==> src/rtl/codec_config_seq.sv <==
// ---------------------------------------------------------------------------
// codec_config_seq
// Walks the fixed 11-entry WM8731 initialisation table and issues one I2C
// register write per entry through the downstream i2c_write block.
// Each entry follows the same pattern: an idle gap, a one-cycle write
// request, then a bounded wait for the completion pulse. The sequence
// ends in DONE when the last entry completes. If a write never completes,
// it ends in ERROR and index keeps the entry that failed.
//
//  state     | meaning
//  ----------+-----------------------------------------------------------
//  IDLE      | after reset; waits for start (or auto-start) to begin
//  GAP       | idle spacing of GAP_CYCLES before each write
//  ISSUE     | i2c_write high for this single cycle; arms the timeout
//  WAIT_DONE | waits for i2c_done, bounded by TIMEOUT_CYCLES
//  NEXT      | one cycle to advance index or finish the table
//  DONE      | sequence complete, config_done sticky; start reruns
//  ERROR     | write timed out, error sticky; start reruns from entry 0
// ---------------------------------------------------------------------------
module codec_config_seq #(
   parameter logic [6:0]  DEV_ADDR       = 7'h1A,
   parameter int unsigned GAP_CYCLES     = 1000,
   parameter int unsigned TIMEOUT_CYCLES = 1000000,
   parameter bit          AUTO_START     = 1'b1
) (
   input  logic       sys_clk,
   input  logic       reset,
   input  logic       start,
   output logic [6:0] i2c_addr,
   output logic [7:0] i2c_register,
   output logic [7:0] i2c_data,
   output logic       i2c_write,
   input  logic       i2c_done,
   output logic       busy,
   output logic       config_done,
   output logic       error,
   output logic [3:0] index
);

   localparam logic [2:0] ST_IDLE      = 3'd0;
   localparam logic [2:0] ST_GAP       = 3'd1;
   localparam logic [2:0] ST_ISSUE     = 3'd2;
   localparam logic [2:0] ST_WAIT_DONE = 3'd3;
   localparam logic [2:0] ST_NEXT      = 3'd4;
   localparam logic [2:0] ST_DONE      = 3'd5;
   localparam logic [2:0] ST_ERROR     = 3'd6;

   localparam logic [3:0] LAST_IDX = 4'd10;

   // The gap and timeout share one down-counter because they never overlap.
   // The counter is sized for the larger of the two, so a load never truncates.
   localparam int unsigned CNT_MAX =
      (TIMEOUT_CYCLES > GAP_CYCLES) ? TIMEOUT_CYCLES : GAP_CYCLES;
   localparam int          CNT_W   = $clog2(CNT_MAX + 1);

   // GAP lasts exactly GAP_CYCLES cycles: load N-1 and leave when the count is 0.
   localparam logic [CNT_W-1:0] GAP_LOAD = CNT_W'(GAP_CYCLES - 1);
   // The ISSUE cycle is the first of the TIMEOUT_CYCLES budget. WAIT_DONE then
   // gets the remaining N-1 cycles, so ERROR appears N cycles after the pulse.
   localparam logic [CNT_W-1:0] TMO_LOAD = CNT_W'(TIMEOUT_CYCLES - 2);

   logic [2:0]       state_q, state_d;
   logic [3:0]       index_q, index_d;
   logic [CNT_W-1:0] cnt_q, cnt_d;
   logic             busy_q, busy_d;
   logic             cfg_done_q, cfg_done_d;
   logic             error_q, error_d;
   logic             auto_q;
   logic [7:0]       reg_byte_q, data_byte_q;
   logic [15:0]      entry_d;
   logic             go;

   // Table entry: {register number[6:0], 9-bit value}, which already is
   // {register byte, data byte} in WM8731 wire format.
   function automatic logic [15:0] tbl_entry(input logic [3:0] idx);
      logic [6:0] r;
      logic [8:0] v;
      r = 7'd15;
      v = 9'h000;
      case (idx)
         4'd0:    begin r = 7'd15; v = 9'h000; end
         4'd1:    begin r = 7'd0;  v = 9'h017; end
         4'd2:    begin r = 7'd1;  v = 9'h017; end
         4'd3:    begin r = 7'd2;  v = 9'h079; end
         4'd4:    begin r = 7'd3;  v = 9'h079; end
         4'd5:    begin r = 7'd4;  v = 9'h012; end
         4'd6:    begin r = 7'd5;  v = 9'h000; end
         4'd7:    begin r = 7'd6;  v = 9'h000; end
         4'd8:    begin r = 7'd7;  v = 9'h042; end
         4'd9:    begin r = 7'd8;  v = 9'h000; end
         4'd10:   begin r = 7'd9;  v = 9'h001; end
         default: begin r = 7'd15; v = 9'h000; end
      endcase
      return {r, v};
   endfunction

   // A start request is taken only from the resting states. auto_q is
   // high only in the first cycle after reset, and only when AUTO_START is set.
   assign go = start | auto_q;

   // Next-state and datapath decisions for the sequencer.
   always_comb begin
      state_d    = state_q;
      index_d    = index_q;
      cnt_d      = cnt_q;
      busy_d     = busy_q;
      cfg_done_d = cfg_done_q;
      error_d    = error_q;
      case (state_q)
         ST_IDLE, ST_DONE, ST_ERROR: begin
            if (go) begin
               state_d    = ST_GAP;
               index_d    = 4'd0;
               cnt_d      = GAP_LOAD;
               busy_d     = 1'b1;
               cfg_done_d = 1'b0;
               error_d    = 1'b0;
            end
         end
         ST_GAP: begin
            if (cnt_q == '0) begin
               state_d = ST_ISSUE;
            end else begin
               cnt_d = cnt_q - 1'b1;
            end
         end
         ST_ISSUE: begin
            cnt_d   = TMO_LOAD;
            state_d = ST_WAIT_DONE;
         end
         ST_WAIT_DONE: begin
            // A done pulse in the same cycle as the timeout still counts as success.
            if (i2c_done) begin
               state_d = ST_NEXT;
            end else if (cnt_q == '0) begin
               state_d = ST_ERROR;
               busy_d  = 1'b0;
               error_d = 1'b1;
            end else begin
               cnt_d = cnt_q - 1'b1;
            end
         end
         ST_NEXT: begin
            if (index_q == LAST_IDX) begin
               state_d    = ST_DONE;
               busy_d     = 1'b0;
               cfg_done_d = 1'b1;
            end else begin
               index_d = index_q + 4'd1;
               cnt_d   = GAP_LOAD;
               state_d = ST_GAP;
            end
         end
         default: begin
            state_d = ST_IDLE;
            busy_d  = 1'b0;
         end
      endcase
   end

   // Look up the entry for the index being registered, so the register and
   // data bytes change together with index and hold through the write.
   always_comb begin
      entry_d = tbl_entry(index_d);
   end

   // State, counters, sticky flags and registered write payload.
   always_ff @(posedge sys_clk) begin
      if (reset) begin
         state_q     <= ST_IDLE;
         index_q     <= 4'd0;
         cnt_q       <= '0;
         busy_q      <= 1'b0;
         cfg_done_q  <= 1'b0;
         error_q     <= 1'b0;
         auto_q      <= AUTO_START;
         reg_byte_q  <= 8'h1E;
         data_byte_q <= 8'h00;
      end else begin
         state_q     <= state_d;
         index_q     <= index_d;
         cnt_q       <= cnt_d;
         busy_q      <= busy_d;
         cfg_done_q  <= cfg_done_d;
         error_q     <= error_d;
         auto_q      <= 1'b0;
         reg_byte_q  <= entry_d[15:8];
         data_byte_q <= entry_d[7:0];
      end
   end

   // The write request is decoded from state, so it can never stay high longer
   // than the single ISSUE cycle. Gating with reset removes it in the cycle
   // where reset is asserted.
   assign i2c_write    = (state_q == ST_ISSUE) & ~reset;
   assign i2c_addr     = DEV_ADDR;
   assign i2c_register = reg_byte_q;
   assign i2c_data     = data_byte_q;
   assign busy         = busy_q;
   assign config_done  = cfg_done_q;
   assign error        = error_q;
   assign index        = index_q;

endmodule

==> config.mk <==
export PLATFORM = sky130hd
export DESIGN_NAME = codec_config_seq
export DESIGN_NICKNAME = d
export VERILOG_FILES = /design/src/rtl/codec_config_seq.sv
export SDC_FILE = /design/constraint.sdc
export NUM_CORES = 1
export LEC_CHECK = 0
export CAP_MARGIN = 10
export CORE_ASPECT_RATIO = 1.75
export CORE_MARGIN = 2
export CORE_UTILIZATION = 45
export CTS_CLUSTER_SIZE = 40
export DETAILED_ROUTE_END_ITERATION = 8
export PLACE_DENSITY = 0.68
export SYNTH_ARGS = -nofsm -noshare
export SYNTH_HDL_FRONTEND = slang
export SYNTH_SLANG_ARGS = --single-unit
==> constraint.sdc <==
create_clock -name sys_clk -period 8.4 [get_ports sys_clk]
set_clock_uncertainty 0.2 [all_clocks]
set_input_delay 1.68 -clock sys_clk [delete_from_list [all_inputs] [get_ports sys_clk]]
set_output_delay 1.68 -clock sys_clk [all_outputs]
set_load 0.05 [all_outputs]
== Word-level counts from Yosys, hierarchy flattened ==
Memories as Yosys holds them, arrays and structs flattened. A register that Yosys moved wholly into a read port is not among the register bits.
Cells that the tools add are included.
Operators by class
  bitwise gates (word level): 4
  $add $sub $neg: 2
  eq/ne operators: 14
  mux-type cells: 26
  reductions and logical operators: 12
Operator list (number)
  $pmux W20 S5: 1
  $mux W20: 4
  $logic_not A20 Y1: 1
  $sub A20 B1 Y20 const B: 1
  $mux W3: 5
  $pmux W3 S5: 1
  $ne A2 B2 Y1 const B: 6
  $eq A3 B3 Y1 const B: 3
  $mux W1: 9
  $mux W4: 2
  $pmux W4 S2: 1
  $reduce_and A4 Y1: 2
  $eq A3 B2 Y1 const B: 2
  $reduce_and A3 Y1: 2
  $reduce_and A5 Y1: 1
  $reduce_bool A5 Y1: 1
  $add A4 B1 Y4 const B: 1
  $eq A4 B4 Y1 const B: 1
  $pmux W1 S2: 2
  $pmux W1 S4: 1
  $reduce_bool A2 Y1: 2
  $eq A3 B1 Y1 const B: 1
  $logic_not A3 Y1: 1
  $ne A3 B3 Y1 const B: 1
  5 further kinds: 6
Storage, ports and cells
  output and inout bits: 31
  register bits: 47
  word-level logic and storage cells: 68
  memory bits (read-only): 176
  memories kept: 1
  bits of input ports: 4
Memory list
  (no name shown): depth 16, bits a word 11, read ports 1, clocked after Yosys merged registers in 1, write ports 0, RTL line 80  | case (idx)

== Longest topological paths before layout ==
  depth in word-level cells: 4
  depth in mapped cells: 11
  gate-level depth less buffers: 11

== Worst setup path after synthesis ==
Ideal clock, no wire load.
  path kind: input to output
  start: input port reset
  end: output port i2c_write
  required time: 6.520 ns
  data arrival time: 3.215 ns
  buffers on the path: 2
  stages on the path: 3
  slack: 3.305 ns
  cell sequence: clkbuf_1 buf_1 nor3_1
Between the ends
  longest elaborated chain between the ends: 2
Ends and longest elaborated chain
  start, declared: RTL line 27  | input logic reset,
  $not A1 Y1: RTL line 195  | assign i2c_write = (state_q == ST_ISSUE) & ~reset;
  $and A1 B1 Y1: RTL line 195
  end, declared: RTL line 32  | output logic i2c_write,
No other way between the ends.

== Final worst setup path ==
Same ends and word-level chain as after synthesis.

==> out/metrics.yaml <==
grt:
  grt_overflow: 0
  antenna_found_initial: 0
  grtUsageMet2_pct: 33.1
  grt_max_degree: 42
  grt_pass1_wl_mm: 9.73
  grt_use_total_pct: 19.7
  top_usage_layer: "met2"
  gr-usage-met3_pct: 3.37
  grtUsageMet1_pct: 23.3
  grt_pass1_vias: 2117
yosys:
  synthTopCellsByArea: "dfxtp_1 (32%), ha_1 (4.9%), a21oi_1 (4.7%)"
  ys_ff_latch: 41
  synth_flop_cell: "dfxtp_1"
  synth_top_area_cell: "dfxtp_1"
  synth_edf_count: 0
  yosysTopAreaCellShare_pct: 32.1
  avgSynthCellArea_sq_um: 8.05
  ys.warnings.count: 0
  synthCells: 318
  ys_types: 61
  synthesis.area_sq_mm: 0.00256
  ys_async_sr_fraction_pct: 0
  ys_seq_area_share_pct: 32.1
setup_path:
  reg2reg_depth: 7
  max_stage_delay_ns: 0.84
  worstPathMaxFanout: 41
  ff2ff_setup_slack_ns: 5.31
  crit_end: "i2c_write"
  slowest_stage: "clkdlybuf4s50_1"
  reg2reg_from: "state_q[2]"
  crit_path_start_kind: "input pin"
  cp_common_cell: "clkdlybuf4s50_1"
  endpoint_kind: "primary output"
  worstSetupPathType: "in2out"
  crit_chain: "clkdlybuf4s50_1, buf_4, nor3_1, clkdlybuf4s50_1"
  r2r_end: "i2c_register[3]"
  startpoint: "reset"
  cp.required_ns: 6.52
  arrival_ns: 3.47
clock_tree:
  path_clk_slew_ns: 0.09
  cts.sinks: 41
  ctsResizeCount: 0
  clk_latency_ns: 0.30
  hold_buffers: 0
  cts_tree: "yes"
  cts_buffer_depth: 2
  cts_root_buffer: "clkbuf_8"
  cts_setup_buffers: 0
  cts-htree-levels: 2
  tritoncts.num_buffers: 5
timing:
  grt_setup_unrepaired: "no"
  finalCriticalPeriod_ns: 5.35
  setup_violations: 0
  hold_viol_final: 0
  fin_tns_setup_ns: 0
  report.final.slew_viol_count: 0
  tightestPinTransition_ns: 0.840
  fin_crit_sh_pct: 63.7
  holdWs_ns: 0.278
  slew-limit-headroom_pct: 44.0
  max_freq_ghz: 0.187
routing:
  firstDrtPassIters: 4
  avgRoutedWirePerCell_um: 14.7
  drt-initial-drc-count: 107
  drt-total-wl_mm: 5.92
  ant_nets: 0
  drc: 0
  viasPerCell: 5.67
  dr_total_vias: 2285
power_and_ir_drop:
  switching_share_pct: 32.2
  p_int_mw: 0.323
  power_frac_seq_pct: 44.5
  power_mw: 0.476
  power_frac_comb_pct: 20.8
  p_sw_mw: 0.154
  vdd_drop_max_mv: 0.0708
  clockPowerShare_pct: 34.7
  powerDensity_mw_per_mm2: 168
  power.leakage_nw: 1.04
min_path:
  hp-class: "reg2reg"
  hold_depth: 2
die:
  die_w_um: 61.0
  start_util_pct: 46.2
  rows: 36
  core-area_sq_mm: 0.00554
  die_h_um: 104
  die_area_sq_mm: 0.00633
  io_pins: 35
finish:
  drive_gt1_share_pct: 10.7
  area_delta_synth_final_pct: 10.9
  antenna_cells: 0
  fin_nets: 340
  layout_commonest_cell: "dfxtp_1"
  final_cells: 403
  mostFrequentLayoutCells: "dfxtp_1 (41), nor2_1 (32), a21oi_1 (24)"
placed_design:
  place.gp.congestion: 0.865
  dp_hpwl_mm: 4.14
  dp.cells: 395
  port_buffers: 22
flow_run:
  max-cap-violations: 0
run_status:
  run_status: "finished clean"
synthesized netlist by cell type (all sizes together), types with 2 or more instances:
| cell type | count |
|---|---|
| mux2 | 2 |
| nor3 | 12 |
| a31oi | 6 |
| conb | 2 |
| or2 | 2 |
| or3 | 2 |
| a311oi | 7 |
| nand3b | 4 |
| a21oi | 31 |
| dfxtp | 41 |
| and3 | 2 |
| o22ai | 3 |
| clkbuf | 13 |
| nor2 | 32 |
| o211ai | 2 |
| nor2b | 3 |
| o21bai | 2 |
| buf | 20 |
| ha | 10 |
| a211o | 2 |
| nor3b | 3 |
| inv | 11 |
| nand2b | 11 |
| a21o | 3 |
| o31a | 2 |
| a211oi | 4 |
| mux2i | 4 |
| nor4 | 6 |
| nand2 | 23 |
| o32ai | 2 |
| or4 | 2 |
| nand3 | 5 |
| o21ai | 25 |
| nand4 | 2 |
| and2 | 3 |
layout make-up:
class	instances	area, sq um
inverter	11	41.3
fill	536	2700
clock inverter	3	46.3
tap	76	95.1
timing repair buffer	24	235
clock buffer	5	68.8
sequential	41	821
multi-input combinational	243	1530
cells by family (layout without fill, tap and decap cells):
family,count (synthesis),after routing,share of synthesized area [%]
flip-flops,41,41,32.1
AND/OR/NAND/NOR,114,114,23.0
multiplexers,6,6,2.44
other,2,12,0.293
adder cells (fa/ha/maj),10,10,4.89
buffers and inverters,44,43,9.58
AO/OA/AOI/OAI,101,101,27.7
worst max-delay path, delay by kind of cell:
kind	cells	cell delay [ns]
buffers and inverters	3	1.51
AND/OR/NAND/NOR	1	0.26
registers in the layout, indices dropped and copies added, names as in the netlist:
register / count
i2c_register: 4
cnt_q: 20
error: 1
i2c_data: 6
index: 4
state_q: 3
busy: 1
config_done: 1
auto_q: 1
power by group through the flow:
stage                     registers, mW  clock network (mW)  logic, mW
after global routing              0.213               0.177      0.108
after detailed placement          0.216                   0     0.0983
after CTS                         0.211               0.168     0.0986
after floorplan                   0.216                   0     0.0855
after global placement            0.216                   0     0.0971
final                             0.212               0.166     0.0991
worst min-delay path by stage:
stage,end,start,slack (ns)
floorplan,cnt_q[15],cnt_q[15],0.25
detailed placement,cnt_q[18],cnt_q[18],0.27
CTS,cnt_q[18],cnt_q[18],0.28
global placement,cnt_q[15],cnt_q[15],0.26
finish,cnt_q[18],cnt_q[18],0.28
global route,cnt_q[15],cnt_q[15],0.30
stage by stage:
stage          util, %  setup slack [ns]  instance area (sq um)
3_3_place_gp      49.2              3.10                   2720
5_1_grt           51.2              2.97                   2840
4_1_cts           51.2              3.04                   2840
3_5_place_dp      49.2              3.05                   2720
2_1_floorplan        -              3.31                   2600
6_report          51.2              3.05                   2840
routing by layer:
metal	part of all wire [%]	wire length, um	up-vias
li1	-	-	1142
met1	41	2430	1081
met2	54	3170	49
met3	2.4	144	13
met4	2.9	174	0
met5	0	0	-
No activity file was read; power rests on OpenSTA's default activity.
